### src/rtl/uart_arb_pkg.sv
// Shared definitions for the uart_tx arbiter: state encoding, default sizes
// and a one-hot to index helper used by the FSM.
package uart_arb_pkg;

    localparam int N_REQ_DEF = 3;
    localparam int LEN_W_DEF = 8;
    localparam int MAX_REQ   = 8;
    localparam int IDX_W     = 3;

    localparam logic [1:0] ST_IDLE = 2'd0;
    localparam logic [1:0] ST_SEND = 2'd1;
    localparam logic [1:0] ST_DONE = 2'd2;

    typedef enum logic [1:0] {
        S_IDLE = ST_IDLE,
        S_SEND = ST_SEND,
        S_DONE = ST_DONE
    } arb_state_e;

    function automatic logic [IDX_W-1:0] oh2idx(input logic [MAX_REQ-1:0] oh);
        logic [IDX_W-1:0] idx;
        idx = '0;
        for (int i = 0; i < MAX_REQ; i++) begin
            if (oh[i]) begin
                idx = IDX_W'(i);
            end
        end
        return idx;
    endfunction

endpackage

### src/rtl/uart_tx_arbiter_rr_pick.sv
// Combinational round-robin picker: first set request bit strictly after
// last_grant, wrapping around, so the previous winner has lowest priority.
module rr_pick
    import uart_arb_pkg::*;
#(
    parameter int N_REQ = N_REQ_DEF
) (
    input  logic [N_REQ-1:0] req,
    input  logic [IDX_W-1:0] last_grant,
    output logic [N_REQ-1:0] winner,
    output logic             valid
);

    always_comb begin
        winner = '0;
        valid  = 1'b0;
        // k runs 1..N_REQ so last_grant itself is scanned last
        for (int k = 1; k <= N_REQ; k++) begin
            if (!valid && req[(int'(last_grant) + k) % N_REQ]) begin
                winner[(int'(last_grant) + k) % N_REQ] = 1'b1;
                valid = 1'b1;
            end
        end
    end

endmodule

### src/rtl/uart_tx_arbiter.sv
// Round-robin arbiter sharing one uart_tx between N_REQ message sources;
// a grant covers a whole message so bytes from different sources never mix.
module uart_tx_arbiter
    import uart_arb_pkg::*;
#(
    parameter int N_REQ = N_REQ_DEF,
    parameter int LEN_W = LEN_W_DEF
) (
    input  logic                   sys_clk,
    input  logic                   sys_rst_n,
    input  logic [N_REQ-1:0]       req,
    input  logic [N_REQ*LEN_W-1:0] req_len,
    input  logic [N_REQ*8-1:0]     req_data,
    output logic [N_REQ-1:0]       grant,
    output logic [LEN_W-1:0]       byte_idx,
    output logic [N_REQ-1:0]       done,
    output logic [7:0]             tx_data,
    output logic                   tx_data_valid,
    input  logic                   tx_data_ready
);

    arb_state_e       state_q, state_d;
    logic [N_REQ-1:0] grant_q, grant_d;
    logic [LEN_W-1:0] byte_idx_q, byte_idx_d;
    logic [LEN_W-1:0] len_q, len_d;
    logic [IDX_W-1:0] last_grant_q, last_grant_d;

    logic [N_REQ-1:0] pick_oh;
    logic             pick_valid;
    logic [LEN_W-1:0] pick_len;
    logic             last_byte;

    rr_pick #(
        .N_REQ (N_REQ)
    ) u_rr_pick (
        .req        (req),
        .last_grant (last_grant_q),
        .winner     (pick_oh),
        .valid      (pick_valid)
    );

    always_comb begin
        pick_len = '0;
        for (int i = 0; i < N_REQ; i++) begin
            if (pick_oh[i]) begin
                pick_len = req_len[i*LEN_W +: LEN_W];
            end
        end
    end

    // len_q is only ever read in SEND, after it has been loaded in IDLE
    assign last_byte = (byte_idx_q == len_q - LEN_W'(1));

    always_comb begin
        state_d      = state_q;
        grant_d      = grant_q;
        byte_idx_d   = byte_idx_q;
        len_d        = len_q;
        last_grant_d = last_grant_q;
        case (state_q)
            S_IDLE: begin
                if (pick_valid) begin
                    grant_d    = pick_oh;
                    len_d      = pick_len;
                    byte_idx_d = '0;
                    state_d    = (pick_len == '0) ? S_DONE : S_SEND;
                end
            end
            S_SEND: begin
                if (tx_data_ready) begin
                    if (last_byte) begin
                        state_d = S_DONE;
                    end else begin
                        byte_idx_d = byte_idx_q + LEN_W'(1);
                    end
                end
            end
            S_DONE: begin
                last_grant_d = oh2idx(MAX_REQ'(grant_q));
                grant_d      = '0;
                byte_idx_d   = '0;
                state_d      = S_IDLE;
            end
            default: begin
                grant_d    = '0;
                byte_idx_d = '0;
                state_d    = S_IDLE;
            end
        endcase
    end

    always_ff @(posedge sys_clk or negedge sys_rst_n) begin
        if (!sys_rst_n) begin
            state_q      <= S_IDLE;
            grant_q      <= '0;
            byte_idx_q   <= '0;
            last_grant_q <= IDX_W'(N_REQ - 1);
        end else begin
            state_q      <= state_d;
            grant_q      <= grant_d;
            byte_idx_q   <= byte_idx_d;
            last_grant_q <= last_grant_d;
        end
    end

    always_ff @(posedge sys_clk) begin
        len_q <= len_d;
    end

    // Outputs decode straight from reset flops so a reset drops them at once
    assign grant         = grant_q;
    assign byte_idx      = byte_idx_q;
    assign tx_data_valid = (state_q == S_SEND);
    assign done          = (state_q == S_DONE) ? grant_q : '0;

    always_comb begin
        tx_data = '0;
        for (int i = 0; i < N_REQ; i++) begin
            if (grant_q[i]) begin
                tx_data = tx_data | req_data[i*8 +: 8];
            end
        end
    end

endmodule

### config.mk
export PLATFORM = sky130hd
export DESIGN_NAME = uart_tx_arbiter
export DESIGN_NICKNAME = d
export VERILOG_FILES = /design/src/rtl/uart_arb_pkg.sv /design/src/rtl/uart_tx_arbiter_rr_pick.sv /design/src/rtl/uart_tx_arbiter.sv
export SDC_FILE = /design/constraint.sdc
export NUM_CORES = 1
export LEC_CHECK = 0
export BUFFER_PORTS_ARGS = -buffer_cell sky130_fd_sc_hd__buf_4
export CAP_MARGIN = 20
export CORE_MARGIN = 3
export CORE_UTILIZATION = 48
export DETAILED_ROUTE_END_ITERATION = 10
export MAX_ROUTING_LAYER = met4
export PLACE_DENSITY_LB_ADDON = 0.05
export SLEW_MARGIN = 15
export SYNTH_ARGS = -nofsm -noshare
export SYNTH_HDL_FRONTEND = slang
export SYNTH_SLANG_ARGS = --single-unit
export TNS_END_PERCENT = 10
### constraint.sdc
create_clock -name sys_clk -period 3.2 [get_ports sys_clk]
set_input_delay 0 -clock sys_clk [delete_from_list [all_inputs] [get_ports sys_clk]]
set_output_delay 0 -clock sys_clk [all_outputs]
set_load 0.03 [all_outputs]
# Word level (Yosys, flattened, before mapping)

Index checks and enable logic that the tools add are counted.
W data, S select, Z words.

Bits in registers: 24
Input port bits: 54
Output and inout bits: 23
Logic and storage cells: 85

Add/sub/neg operators: 5
Div/mod/pow operators: 3
$lt $le $gt $ge: 6
Equal/unequal tests: 7
Mux-type cells: 41
Bitwise gates (word level): 5
Reductions and logical operators: 13

Operators by type and width:

| cell                    | count |
|---|---|
| $ge A32 B1 Y1 const B   | 3 |
| $lt A32 B4 Y1 const B   | 3 |
| $mod A32 B3 Y32 const B | 3 |
| $mux W8                 | 9 |
| $mux W3                 | 6 |
| $or A8 B8 Y8            | 2 |
| $pmux W8 S2             | 1 |
| $mux W1                 | 13 |
| $add A3 B2 Y4 const B   | 2 |
| $add A8 B1 Y8 const B   | 1 |
| $eq A8 B8 Y1            | 1 |
| $logic_not A8 Y1        | 1 |
| $mux W2                 | 4 |
| $sub A8 B1 Y8 const B   | 1 |
| $bmux W1 S2             | 3 |
| $demux W1 S2            | 3 |
| $or A3 B3 Y3            | 2 |
| $pmux W3 S2             | 1 |
| $reduce_and A3 Y1       | 2 |
| $logic_and A1 B1 Y1     | 5 |
| $add A3 B1 Y4 const B   | 1 |
| $ne A2 B1 Y1 const B    | 2 |
| $ne A2 B2 Y1 const B    | 2 |
| $pmux W2 S2             | 1 |
| 6 further kinds         | 8 |

# Logic depth before layout (Yosys ltp)

Gate-level depths: netlist (run 1).

Word-level depth: 19
Mapped depth: 13
Mapped depth without buffers: 10

# Hierarchy

From an unflattened synthesis (run 1), not the netlist that was laid out.

Cells, all modules: 362
Area, all modules: 2960.3 um^2

By module, submodules not included:

| module          | instances | cells each | area an instance (um^2) | seq. area each (um^2) |
|---|---|---|---|---|
| uart_tx_arbiter | 1         | 172        | 1590.3                  | 616.8 |
| rr_pick         | 1         | 190        | 1370.1                  | 0.0 |

# Worst setup path after synthesis (run 1)

Ideal clock, no wire load.

Kind: reg-to-reg
Start point: reg last_grant_q[1]
End point: reg state_q[0]
Library setup time: 0.118 ns
Arrival time: 2.588 ns
Required time: 3.082 ns
Slack: 0.494 ns
Cell stages (with the launch flop): 13
Buffers on the path: 3
Period minus slack after synthesis: 2.706 ns
Cells stage by stage: dfstp_2 inv_1 ha_1 clkbuf_1 a21bo_1 a31oi_1 o41a_1 buf_2 clkbuf_1 a31oi_1 nor4_1 a21oi_1 a21o_1

Longest elaborated chain between the ends: 19
Elaborated cells on any way between the ends: 51
Those cells by class: add/sub (3); div (3); order compare (6); eq/ne (1); mux (27); bitwise (2); reduce/logical (9)

Ends and longest elaborated chain:

| element                                                                  | RTL line                      | source |
|---|---|---|
| start: declaration                                                       | uart_tx_arbiter.sv:26         | `logic [IDX_W-1:0] last_grant_q, last_grant_d;` |
| start signal: assignment                                                 | uart_tx_arbiter.sv:97         | `last_grant_q <= IDX_W'(N_REQ - 1);` |
| start signal: assignment                                                 | uart_tx_arbiter.sv:102        | `last_grant_q <= last_grant_d;` |
| parallel branches: the longest is 11 deep, another holds $mod A32 B3 Y32 | -                             |  |
| $mux W3 (*)                                                              | uart_tx_arbiter_rr_pick.sv:19 | `if (!valid && req[(int'(last_grant) + k) % N_REQ]) begin` |
| $mux W8 (2 in a row)                                                     | uart_tx_arbiter.sv:45         | `if (pick_oh[i]) begin` |
| $mux W8 (*)                                                              | uart_tx_arbiter.sv:45         |  |
| named net pick_len[4]                                                    | uart_tx_arbiter.sv:30         | `logic [LEN_W-1:0] pick_len;` |
| $logic_not A8 Y1 (*)                                                     | uart_tx_arbiter.sv:66         | `state_d = (pick_len == '0) ? S_DONE : S_SEND;` |
| $mux W2 (*)                                                              | uart_tx_arbiter.sv:66         |  |
| $mux W2 (*)                                                              | uart_tx_arbiter.sv:62         | `if (pick_valid) begin` |
| $pmux W2 S2 (*)                                                          | uart_tx_arbiter.sv:60         | `case (state_q)` |
| end signal: assignment                                                   | uart_tx_arbiter.sv:99         | `state_q <= state_d;` |
| end: declaration                                                         | uart_tx_arbiter.sv:22         | `arb_state_e state_q, state_d;` |

Mark *: on every way through the listed nets, which the timed path passes. The select of a mux whose other input is x is not followed.
A chain may end at the register's enable or synchronous reset.

# Worst setup path in the final report (run 1)

Same ends and word-level chain as after synthesis.

==> results list, run 1 <==
- Status: completed
- In this run the deepest clock path goes through 2 buffers.
- From bottom edge to top edge, the die measures 67.7 um.
- Layout cells sized above 1: 33.3%
* Number of standard cells in the final layout excluding fillers: 328
* Cell occurring most often along the worst timing path: sky130_fd_sc_hd__a31oi_1
- Counting flops and latches in the post-synthesis netlist gives 23.
- The initial antenna violation count is 0.
- Number of buffers created by CTS: 3
- For the worst-skew pair, the clock arrives at the later sink with an insertion delay of 0.26 ns.
* Power per unit of standard cell area: 622 mW/mm2
* Pre-CTS WS: 0.322 ns
- After technology mapping, the gate count stands at 210.
- Via density: 5.53
- The number of max-slew violations in the final report came to 0.
- By area the synthesized netlist is led by sky130_fd_sc_hd__dfrtp_1 19%, sky130_fd_sc_hd__edfxtp_1 13%, sky130_fd_sc_hd__nor2_1 5.1%.
- Final worst slack: 0.305 ns
- Clock sink count: 23
- Total instance count after detailed placement: 323
- Signal arrival time at the worst endpoint: 3.05 ns
- The cell area that synthesis handed to floorplanning was 0.00183 mm2.
* Core area: 0.00349 mm2
* Overall die width: 67.7 um
- Setup violations remaining at the end of the flow were counted as 0.
* Peak per-stage delay on the critical path: 0.55 ns
- After synthesis, the netlist uses 53 different library cells.
* Kind of cell with the highest combined delay on the critical path: compound AO/OA/AOI/OAI gates
* Fmax: 0.345 GHz
* Via count of the routed design: 1814
- Clock transition time at the flip-flop clock pins of the worst setup and hold paths: 0.08 ns
- Headroom to the max-slew limit: 35.5%
* Sum of routed wire length over all layers: 4640 um
- Setup repair after global routing left no endpoint under its margin.
- The routed design could run at a clock period as short as 2.90 ns.
- Pin count of the biggest net entering global routing: 18
- Dividing the synthesized area by the synthesized cell count gives 8.71 um2.
* Residual overflow from global routing: 0
- Walking the worst path, the cells encountered are inv_1 -> ha_1 -> a21bo_1 -> a31oi_1 -> o41a_1 -> a31oi_1 -> nor4_1 -> a21oi_1 -> a21o_1.
* Category of the worst setup path capture point: register
- CTS placed an instance of sky130_fd_sc_hd__clkbuf_8 at the clock tree root.
- Startpoint Class: register
* Detail Placement HPWL: 3840 um
- Hold is met by 0.0456 ns.
- Residual DRC: 0
- Total GRT Usage: 21.2%
- Area Growth Syn to Fin: 35.8%
* Area fraction of the dominant cell type after synthesis: 19.2%
- Post-route core utilization: 71.1%
- Number of maximum-capacitance constraint violations: 0
- In this run the remaining antenna-violating nets after routing total 0.
- The floorplan step defined a die boundary enclosing 0.00459 mm2.
* Leakage power: 1.13 nW
- TritonCTS clock tree: built
- At the end of the flow, the number of nets in the layout was 343.
- The final-report hold violation count was 0.
- CP required: 3.35 ns
- sky130_fd_sc_hd__dfrtp_1 takes more of the synthesized area than any other cell.
- Part of the Yosys area used for sequential elements: 33.7%
* Crit Path Class: reg -> reg
- Slowest cell on the critical path: sky130_fd_sc_hd__dfstp_2
- Largest fanout on the critical path: 17
- Post-CTS Setup Inserts: 0
* First-pass GRT wire length: 7390 um
* Worst vdd ir: 543 uV
- Among all cell types in the netlist, the one instantiated most often is sky130_fd_sc_hd__nor2_1.
* Most frequent cells after synthesis: 25 x sky130_fd_sc_hd__nor2_1, 17 x sky130_fd_sc_hd__inv_1, 16 x sky130_fd_sc_hd__nand2_1
- DRC marker count from the first detailed-route iteration: 96
- CTS HTree Levels: 1
* Count of antenna diodes in the layout: 0
* Number of standard-cell rows in the floorplan: 21
* Pin slew with the least headroom to its limit: 0.960 ns
- Across the routed clock network, the largest skew measured is 0.00824 ns.
- For this run, the leading register cell type out of synthesis is sky130_fd_sc_hd__dfrtp_1.
- Summed over all failing endpoints, the final setup total negative slack is 0 ns.
- The first TritonRoute pass finished after 5 iterations.
- Number of flops mapped to enable cells by yosys: 8
- Period utilisation layout: 90.5%
- The initial utilization of the core area, before any placement, comes to 52.3%.
* Count of synthesis-stage warnings from yosys: 0
- Routability-driven placement finished with a final weighted congestion of 0.848.
- The path class of the tightest hold or removal check is in -> reg.
- After detailed routing, the average wire length per cell comes to 14.2 um.
- Share of async-settable or async-resettable flops after synthesis: 65.2%
- Number of ports placed on the die boundary: 77
- Number of nets in the synthesized netlist: 270
- Number of global-route vias before repair: 1734
* Worst Path Buf+Inv: 1
* Number of buffer cells added on primary ports: 76
## kinds of logic after synthesis
logic type,Yosys count,share of synthesized area [%]
compound gates,52,22.2
xor+xnor,14,6.70
fa+ha+maj,6,4.10
buf+inv,28,5.88
flops,23,33.7
mux,5,3.08
simple gates,82,24.3
## routing by layer
layer,part of all wire (%),vias to the layer above,track usage (%)
li1,-,912,-
met1,41,855,25.1
met2,54,45,38.9
met3,4.6,2,2.50
met4,0.58,0,3.29
met5,0,-,-
## area by class of cell
type / count / area, um2
clock buffers: 3 / 41.3
clock inverters: 1 / 5.00
fillers: 302 / 1010
inverters: 17 / 63.8
multi-input cells: 159 / 1100
flip-flops and latches: 23 / 617
well taps: 46 / 57.6
repair buffers: 79 / 596
## placed cells by master, fill, tap and decap left out, drive strengths merged, types with 2 or more instances in the layout
master,synthesis,routed
or3,3,3
a21oi,5,5
clkbuf,8,3
nor2b,3,3
nand3,7,7
mux2,2,2
buf,3,78
a211oi,4,4
a31oi,11,11
o21ai,4,4
nor4,4,4
and2,6,6
nor2,25,25
ha,6,6
xnor2,5,5
or2,2,2
mux2i,3,3
nand2b,3,3
dfrtp,14,14
nor3,3,3
xor2,9,9
a222oi,8,8
nand2,16,16
nand3b,2,2
edfxtp,8,8
and3,3,3
inv,17,17
o211ai,10,10
## through the flow
step                      area (um2)  power [W]
final                           2480    0.00155
after global routing            2480    0.00165
after CTS                       2480    0.00156
after detailed placement        2430    0.00138
after global placement          2430    0.00136
after floorplan                 1830    0.00107
## final timing paths
| kind | end | depth (start not counted) | slack, ns | start |
|---|---|---|---|---|
| min reg2reg | grant[0] | 1 | 0.56 | state_q[1] |
| max in group asynchronous | last_grant_q[1] | 2 | 2.83 | sys_rst_n |
| min in group asynchronous | byte_idx[4] | 2 | 0.12 | sys_rst_n |
| max reg2reg | state_q[0] | 9 | 0.30 | last_grant_q[1] |
| min | state_q[1] | 3 | 0.05 | tx_data_ready |
| max | state_q[0] | 9 | 0.30 | last_grant_q[1] |
## registers in the layout (all words and copies together), names as in the netlist
signal	flops
len_q	8
grant	3
state_q	2
byte_idx	8
last_grant_q	2
## power breakdown
| part | internal, W | total (W) | switching [W] |
|---|---|---|---|
| Sequential | 0.000382 | 0.000518 | 0.000136 |
| Combinational | 0.000366 | 0.000848 | 0.000482 |
| Clock | 0.0000868 | 0.000179 | 0.0000925 |
| Total | 0.000835 | 0.00155 | 0.000710 |
## timing repair
action | in CTS | in global routing
endpoints found under the setup margin | 0 | 0
hold buffers | 1 | 0
hold endpoints to repair | 15 | 0
gates resized for setup | 0 | 0
## worst reg2reg max path: stages (launching register included)
cell	delay, ns
sky130_fd_sc_hd__dfstp_2	0.55
sky130_fd_sc_hd__inv_1	0.07
sky130_fd_sc_hd__ha_1	0.28
sky130_fd_sc_hd__a21bo_1	0.24
sky130_fd_sc_hd__a31oi_1	0.23
sky130_fd_sc_hd__o41a_1	0.54
sky130_fd_sc_hd__a31oi_1	0.21
sky130_fd_sc_hd__nor4_1	0.40
sky130_fd_sc_hd__a21oi_1	0.12
sky130_fd_sc_hd__a21o_1	0.16
Note: power is estimated with default switching activity, not from simulation.
==> run 2, diff against run 1 <==
--- a/config.mk
+++ b/config.mk
@@ -8,7 +8,7 @@
 export BUFFER_PORTS_ARGS = -buffer_cell sky130_fd_sc_hd__buf_4
 export CAP_MARGIN = 20
 export CORE_MARGIN = 3
-export CORE_UTILIZATION = 48
+export CORE_UTILIZATION = 35
 export DETAILED_ROUTE_END_ITERATION = 10
 export MAX_ROUTING_LAYER = met4
 export PLACE_DENSITY_LB_ADDON = 0.05
==> results list, run 2 (synthesis gave the netlist of run 1 again) <==
- Status: completed
- Before antenna repair, the detailed router went through 5 iterations.
* DRC marker count from the first detailed-route iteration: 81
- Startpoint Class: register
* Crit Path Class: reg -> reg
* Number of buffer cells added on primary ports: 76
* Worst Path Buf+Inv: 1
- In this run the power density over the cells is 619 mW/mm2.
* Kind of cell with the highest combined delay on the critical path: compound AO/OA/AOI/OAI gates
* Avg WL per Cell: 14.6 um
* Post-cts repair resize count: 0
- Relative to the synthesized area, the layout overhead comes to 37.3%.
* Capturing point of the worst reg2reg path: state_q[0]
* Fmax: 0.349 GHz
* Flop2flop setup slack: 0.33 ns
- The startpoint identified for the worst register-to-register timing path is last_grant_q[1].
* Critical Path, Cell by Cell: inv_1 -> ha_1 -> a21bo_1 -> a31oi_1 -> o41a_1 -> a31oi_1 -> nor4_1 -> a21oi_1 -> a21o_1
- Once the floorplan was initialized, standard cells occupied 37.5% of the core.
- The worst-case IR drop observed on VDD is 254 uV.
- Pwr Total: 0.00155 W
* Detail Placement HPWL: 4130 um
- Of the cells placed in the final design, the portion with a size suffix greater than 1 is 33.3%.
- The worst hold path terminates at state_q[1].
* Final number of max-transition violations: 0
- Via density: 5.14
- In this run the standard cell core region covers 0.00488 mm2.
* Final Critical Period: 2.87 ns
- Entering global routing, the biggest net connects 18 pins.
- For the worst flop-to-flop path, the logic depth is 9.
- Max-cap violations in this run came to 0.
* Count of antenna diodes in the layout: 0
- The worst hold path belongs to the class in -> reg.
* Via count of the routed design: 1793
* Headroom to the max-slew limit: 33.4%
- Number of buffers on the longest clock path: 2
- The worst path uses 89.6% of the clock period.
- Post-CTS timing repair inserted 0 buffers for setup.
* Antenna violations before repair: 0
- Pin slew with the least headroom to its limit: 0.991 ns
- CTS HTree Levels: 1
- Most common library cell in the layout ignoring fill and taps: sky130_fd_sc_hd__buf_4
- TritonCTS clock tree: built
- CTS root buf: sky130_fd_sc_hd__clkbuf_8
- Height of the die: 78.3 um
- Gpl congestion: 0.820
* Die Outline Area: 0.00613 mm2
* Hold path depth: 3
- Worst Skew: 0.0170 ns
* Final hold violation count: 0
* Number of standard-cell rows in the floorplan: 25
- Sequential cell area in the final layout: 617 um2
- At the worst endpoint, the arrival time is 3.01 ns.
* Post-route antenna net violation count: 0
* Residual DRC: 0
- Total GRT Usage: 17.1%
- For this design, the sink count on the clock tree is 23.
- Leakage power: 1.13 nW
* Highest-count cells in the layout ignoring fill and taps: 78 x sky130_fd_sc_hd__buf_4, 25 x sky130_fd_sc_hd__nor2_1, 17 x sky130_fd_sc_hd__inv_1, 16 x sky130_fd_sc_hd__nand2_1, 14 x sky130_fd_sc_hd__dfrtp_1
* First-pass GRT wire length: 8270 um
- Clock-pin slew was measured on the worst setup and hold paths at 0.09 ns.
- The number of global-route vias before repair came to 1761.
- Sum Neg Setup Slack: 0 ns
* Largest fanout on the critical path: 17
- The number of hold buffers added after CTS was 1.
- Overall die width: 78.3 um
* Peak per-stage delay on the critical path: 0.55 ns
* Cell occurring most often along the worst timing path: sky130_fd_sc_hd__a31oi_1
- Once layout is complete, the utilization of the core stands at 51.5%.
- Setup repair after global routing left no endpoint under its margin.
- Category of the worst setup path capture point: register
* Number of ports placed on the die boundary: 77
- Number of endpoints failing setup at the final stage: 0
- At the end of the flow, the number of nets in the layout was 343.
* Residual overflow from global routing: 0
- The later pin in the worst-skew pair is clocked with a latency of 0.27 ns.
- CP required: 3.35 ns
- After filler insertion, the fill cell instance count of the layout stands at 482.
- Sum of routed wire length over all layers: 5090 um
- Number of buffers created by CTS: 3
- Among all stages on the critical path, the largest delay is contributed by sky130_fd_sc_hd__dfstp_2.
- The multi-input combinational cells in the finished layout cover a total of 0.00110 mm2.
* Pre-CTS WS: 0.384 ns
- The worst path meets setup with 0.333 ns of slack.
* Hold path startpoint: tx_data_ready
[run 2: cell type report]
type                       instances  share of cell area, %
sequential                        23                   24.6
inverter                          17                   2.54
tap                               67                   3.34
clock buffer                       3                   1.64
timing repair buffer              79                   23.7
multi-input combinational        159                   44.0
clock inverter                     1                  0.249
[run 2: worst max-delay path by stage]
| stage | from | end | slack (ns) | cells past startpoint |
|---|---|---|---|---|
| after global routing | last_grant_q[1] | state_q[0] | 0.02 | 9 |
| final | last_grant_q[1] | state_q[0] | 0.33 | 9 |
| after detailed placement | last_grant_q[1] | state_q[0] | 0.38 | 9 |
| after floorplan | last_grant_q[1] | state_q[0] | 0.49 | 12 |
| after CTS | last_grant_q[1] | state_q[0] | 0.34 | 9 |
| after global placement | last_grant_q[1] | state_q[0] | 0.38 | 9 |
[run 2: worst reg2reg max path, cell delays in order, from the launching register on]
cell                      delay (ns)
sky130_fd_sc_hd__dfstp_2        0.55
sky130_fd_sc_hd__inv_1          0.07
sky130_fd_sc_hd__ha_1           0.26
sky130_fd_sc_hd__a21bo_1        0.23
sky130_fd_sc_hd__a31oi_1        0.20
sky130_fd_sc_hd__o41a_1         0.53
sky130_fd_sc_hd__a31oi_1        0.24
sky130_fd_sc_hd__nor4_1         0.38
sky130_fd_sc_hd__a21oi_1        0.12
sky130_fd_sc_hd__a21o_1         0.16
[run 2: stage by stage]
stage          std cells  hold WS, ns  area, um2
6_report             349       0.0527       2510
5_1_grt              349       0.0836       2510
4_1_cts              349       0.0455       2510
3_5_place_dp         344       -0.131       2450
3_3_place_gp         344       -0.132       2450
2_1_floorplan        210       -0.296       1830
[run 2: routing by layer]
layer  vias up  GRT usage (%)  part of all wire, %
li1        913              -                    -
met4         0           3.85                  1.0
met5         -              -                    0
met3         4           2.18                  3.4
met1       845           22.0                   45
met2        31           28.8                   50
[run 2: power breakdown]
| part | leakage, nW | internal, W | switching (W) |
|---|---|---|---|
| combinational | 0.838 | 0.000366 | 0.000484 |
| sequential | 0.262 | 0.000382 | 0.000142 |
| clock | 0.0260 | 0.0000885 | 0.0000924 |
